===== config.mk =====
export PLATFORM = sky130hd
export DESIGN_NAME = execute_stage
export DESIGN_NICKNAME = d
export VERILOG_FILES = /design/src/rtl/execute_stage.sv
export SDC_FILE = /design/constraint.sdc
export NUM_CORES = 1
export LEC_CHECK = 0
export ABC_AREA = 1
export BUFFER_PORTS_ARGS = -buffer_cell sky130_fd_sc_hd__buf_2
export CELL_PAD_IN_SITES_DETAIL_PLACEMENT = 1
export CELL_PAD_IN_SITES_GLOBAL_PLACEMENT = 2
export CORE_ASPECT_RATIO = 0.8
export CORE_MARGIN = 2
export CORE_UTILIZATION = 31
export CTS_CLUSTER_SIZE = 28
export DETAILED_ROUTE_END_ITERATION = 8
export PLACE_DENSITY_LB_ADDON = 0.08
export SLEW_MARGIN = 10
export SYNTH_ARGS = -nofsm -noshare
export SYNTH_HDL_FRONTEND = slang
export SYNTH_SLANG_ARGS = --single-unit

===== constraint.sdc =====
create_clock -name clk -period 8 [get_ports clk]
set_input_delay 1.6 -clock clk [delete_from_list [all_inputs] [get_ports clk]]
set_output_delay 1.6 -clock clk [all_outputs]
set_load 0.01 [all_outputs]

===== src/rtl/execute_stage.sv =====
// EX stage of the RV32 pipeline: operand forwarding, ALU, branch/jump redirect
// and the EX/MEM pipeline register that feeds the memory stage.
module execute_stage #(
    parameter int WIDTH   = 32,
    parameter int REGADDR = 5
) (
    input  logic               clk,
    input  logic               reset,
    input  logic [WIDTH-1:0]   PCE,
    input  logic [WIDTH-1:0]   PCPlus4E,
    input  logic [WIDTH-1:0]   RD1E,
    input  logic [WIDTH-1:0]   RD2E,
    input  logic [WIDTH-1:0]   ImmExtE,
    input  logic [REGADDR-1:0] RdE,
    input  logic               RegWriteE,
    input  logic [1:0]         ResultSrcE,
    input  logic               MemWriteE,
    input  logic               JumpE,
    input  logic               BranchE,
    input  logic [2:0]         ALUControlE,
    input  logic               ALUSrcE,
    input  logic [1:0]         ForwardAE,
    input  logic [1:0]         ForwardBE,
    input  logic [WIDTH-1:0]   ResultW,
    output logic               PCSrcE,
    output logic [WIDTH-1:0]   PCTargetE,
    output logic [WIDTH-1:0]   ALUResultM,
    output logic [WIDTH-1:0]   WriteDataM,
    output logic [REGADDR-1:0] RdM,
    output logic [WIDTH-1:0]   PCPlus4M,
    output logic               RegWriteM,
    output logic [1:0]         ResultSrcM,
    output logic               MemWriteM
);

    localparam int SHW = $clog2(WIDTH);

    logic [WIDTH-1:0] srcAE;
    logic [WIDTH-1:0] writeDataE;
    logic [WIDTH-1:0] srcBE;
    logic [WIDTH-1:0] aluResultE;
    logic             zeroE;

    // Select 11 is unused by the hazard unit and falls back to the ID/EX value.
    always_comb begin
        srcAE = RD1E;
        case (ForwardAE)
            2'b01:   srcAE = ResultW;
            2'b10:   srcAE = ALUResultM;
            default: srcAE = RD1E;
        endcase
    end

    always_comb begin
        writeDataE = RD2E;
        case (ForwardBE)
            2'b01:   writeDataE = ResultW;
            2'b10:   writeDataE = ALUResultM;
            default: writeDataE = RD2E;
        endcase
    end

    assign srcBE = ALUSrcE ? ImmExtE : writeDataE;

    always_comb begin
        aluResultE = '0;
        case (ALUControlE)
            3'b000:  aluResultE = srcAE + srcBE;
            3'b001:  aluResultE = srcAE - srcBE;
            3'b010:  aluResultE = srcAE & srcBE;
            3'b011:  aluResultE = srcAE | srcBE;
            3'b100:  aluResultE = srcAE ^ srcBE;
            3'b101:  aluResultE = {{(WIDTH-1){1'b0}}, ($signed(srcAE) < $signed(srcBE))};
            3'b110:  aluResultE = srcAE << srcBE[SHW-1:0];
            default: aluResultE = srcAE >> srcBE[SHW-1:0];
        endcase
    end

    assign zeroE     = (aluResultE == '0);
    assign PCSrcE    = JumpE | (BranchE & zeroE);
    assign PCTargetE = PCE + ImmExtE;

    // Writes to x0 are dropped here so the hazard unit never forwards from x0.
    always_ff @(posedge clk or negedge reset) begin
        if (!reset) begin
            ALUResultM <= '0;
            WriteDataM <= '0;
            RdM        <= '0;
            PCPlus4M   <= '0;
            RegWriteM  <= 1'b0;
            ResultSrcM <= '0;
            MemWriteM  <= 1'b0;
        end else begin
            ALUResultM <= aluResultE;
            WriteDataM <= writeDataE;
            RdM        <= RdE;
            PCPlus4M   <= PCPlus4E;
            RegWriteM  <= RegWriteE & (RdE != '0);
            ResultSrcM <= ResultSrcE;
            MemWriteM  <= MemWriteE;
        end
    end

endmodule


==> flow_summary.yaml <==
routing:
  wl_per_cell_um: 26.53
  vias: 21780
  drtIter0Drc: 2253
  dr.pass1.iters: 5
  drt_wl_total_mm: 102.7
  postRouteAntennaNets: 0
  viasPerCell: 5.626
  drcViolationCount: 0
synthesis:
  netlist_area_um2: 15620
  synth.largest_area_cell: "nand2_1"
  synth_edf_count: 0
  synth.most_common_cell: "nand2_1"
  syn_nets: 3040
  synth.distinct_cells: 53
  synth_common_cells: "nand2_1, nand3_1, inv_1, nor2_1, a21oi_1"
  ys_ff_latch: 105
  synth.area.top_cells: "nand2_1, dfrtp_1, nand3_1"
  async_flop_share_pct: 100.0
  avgSynthCellArea_um2: 5.822
  ys.flop_type: "dfrtp_1"
  ys_seq_area_share_pct: 16.82
  ys_warn_count: 0
  synth_top_area_share_pct: 17.73
  synth_cells: 2683
place:
  place_congestion: 0.9982
  hpwl_mm: 87.86
  port_buffers: 350
worst_setup_path:
  crit_fanout: 21
  cp_top_family: "simple AND/OR/NAND/NOR gates"
  critPathKind: "input pin to output port"
  reg2reg_slack_ps: 4130
  r2r_end: "ALUResultM[20]"
  cp_data_arrival_time_ps: 6180
  cp_slowest_cell: "ha_1"
  r2r_cells: 17
  crit_cells: 27
  r2r-start: "ALUResultM[15]"
  endpoint: "PCSrcE"
  cpPeakStageDelay_ps: 490
  crit_required_ps: 6400
  endpoint_kind: "output port"
  startpoint: "ForwardBE[0]"
  cp_num_buf_inv: 9
  start_kind: "input pin"
  path_common_cell: "nor2_1"
cells_and_area:
  seq_area_um2: 2628
  syn_to_final_growth_pct: 28.07
  final_nets: 3539
  fillCellCount: 6934
  post-route-util_pct: 40.26
  multi_input_area_um2: 11260
  drive_gt1_share_pct: 21.27
floorplanning:
  ios: 351
  rows: 73
  die_h_um: 204.8
  die_x_um: 255.0
  dieArea_um2: 52210
  initial_core_util_pct: 31.44
  core_um2: 49690
pwr:
  power_mw: 3.851
  power_density_nw_per_um2: 192.5
  p_clk_share_pct: 12.5
  max-vdd-ir-drop_v: 0.0001116
  combPwrFrac_pct: 69.9
  p_leak_nw: 10.89
  p_seq_share_pct: 17.6
  switching_power_mw: 2.116
  p_int_mw: 1.735
  p_sw_share_pct: 54.95
global_routing:
  grt_overflow: 0
  grt_max_degree: 74
  grt_util_all_layers_pct: 38.47
  antenna_found_initial: 17
  first_global_vias: 21510
  grt_pass1_wl_mm: 146.5
timing:
  fin_skew_ps: 18.73
  setup_viol: 0
  drv_slew: 0
  slew_headroom_pct: 42.14
  min_period_over_period_pct: 97.21
  tns_ps: 0
  tightest_slew_ps: 867.9
  hold_viol: 0
  max_freq_mhz: 128.6
  finalCriticalPeriod_ps: 7777
cts:
  clock-sinks: 105
  holdBufCountCts: 0
  cts_made_buffers: 9
  cts_root_buffer: "clkbuf_16"
  worstSkewPairLatency_ps: 390
  cts_buffer_depth: 2
  cts_tree: "done"
  htreeDepth: 3
  clkTransAtPathRegs_ps: 90
  cts_setup_buffers: 0
status:
  status: "finished, final reports clean"
flow_run:
  maxCapViolCount: 0
worst_hold_path:
  hp-class: "flip-flop to flip-flop"
  hold_path.startpoint: "ALUResultM[15]"
-- per-stage QoR --
stage | std cells | area [um^2] | hold slack (ps) | setup WS (ps)
floorplan | 2683 | 15620 | 646.9 | 1522
global placement | 3846 | 19630 | 668.2 | -88.84
detailed placement | 3846 | 19630 | 699.8 | -132.8
CTS | 3862 | 19930 | 709.0 | 27.52
global route | 3870 | 20000 | 760.1 | -42.42
finish | 3872 | 20000 | 719.2 | 222.9
-- cells in the final DEF (no fill, tap or decap), types with 5 or more instances in the layout --
cell	netlist	routed
nand2_1	738	735
nand3_1	509	506
buf_2	60	349
inv_1	296	295
buf_4	11	258
nor2_1	214	207
a21oi_1	161	159
ha_1	141	140
o21ai_0	142	135
dfrtp_1	105	105
nand4_1	29	29
o21ai_1	23	28
a221o_1	27	27
xor2_1	21	21
nor3_1	20	20
o21bai_1	15	15
o22ai_1	13	13
or2_2	11	11
xnor2_1	11	11
diode_2	0	10
or2_0	10	10
a221oi_1	9	9
clkbuf_16	0	9
nor2_2	1	8
o21a_1	8	8
inv_2	7	7
nand2_2	3	6
nand3_2	3	6
inv_6	1	5
a21o_1	5	5
a31oi_1	5	5
buf_12	0	5
-- power groups by stage --
stage          logic [mW]  clock network, mW  registers, mW
5_1_grt              2.89              0.503          0.682
3_5_place_dp         2.60                  0          0.684
3_3_place_gp         2.57                  0          0.680
2_1_floorplan        1.31                  0          0.688
4_1_cts              2.62              0.481          0.673
6_report             2.69              0.481          0.677
-- cells by family after synthesis --
| group | count (synthesis) | share of synthesized area [%] |
|---|---|---|
| XOR/XNOR | 32 | 1.794 |
| adder cells (fa/ha/maj) | 144 | 11.68 |
| flip-flops | 105 | 16.82 |
| AND/OR/NAND/NOR | 1546 | 42.57 |
| AO/OA/AOI/OAI | 424 | 15.64 |
| buffers and inverters | 432 | 11.49 |
-- per-layer routing --
layer,track usage (%),routed length [um]
met2,60.04,44990
met3,6.658,8853
met5,0,66
met4,13.76,3549
met1,52.99,45280
-- what timing repair did --
| action | 4_1_cts | 5_1_grt |
|---|---|---|
| setup endpoints to repair | 1 | 1 |
| pin swaps | 0 | 1 |
| gates resized for setup | 1 | 25 |
-- layout make-up --
type / count / share of cell area [%]
multi-input combinational: 2146 / 56.30
timing repair buffer: 612 / 18.91
sequential: 105 / 13.13
inverter: 308 / 5.842
tap: 675 / 4.222
clock buffer: 9 / 1.126
clock inverter: 7 / 0.3378
antenna: 10 / 0.1251
-- worst min-delay path, delay by kind of cell, from the launching register on --
kind	cells	cell delay (ps)
buf+inv	1	60
flops	1	390
compound gates	2	250
-- registers in the layout, indices dropped and copies added (netlist names) --
signal / cells
ALUResultM: 32
WriteDataM: 32
RdM: 5
PCPlus4M: 32
MemWriteM: 1
ResultSrcM: 2
RegWriteM: 1
-- how the worst min path moves through the flow --
stage / depth (start not counted) / endpoint / slack (ps)
floorplan: 2 / WriteDataM[4] / 650
global placement: 3 / WriteDataM[11] / 670
detailed placement: 3 / WriteDataM[12] / 700
CTS: 3 / WriteDataM[12] / 710
global route: 3 / WriteDataM[12] / 760
finish: 3 / WriteDataM[15] / 720
No activity file was read; power rests on OpenSTA's default activity.
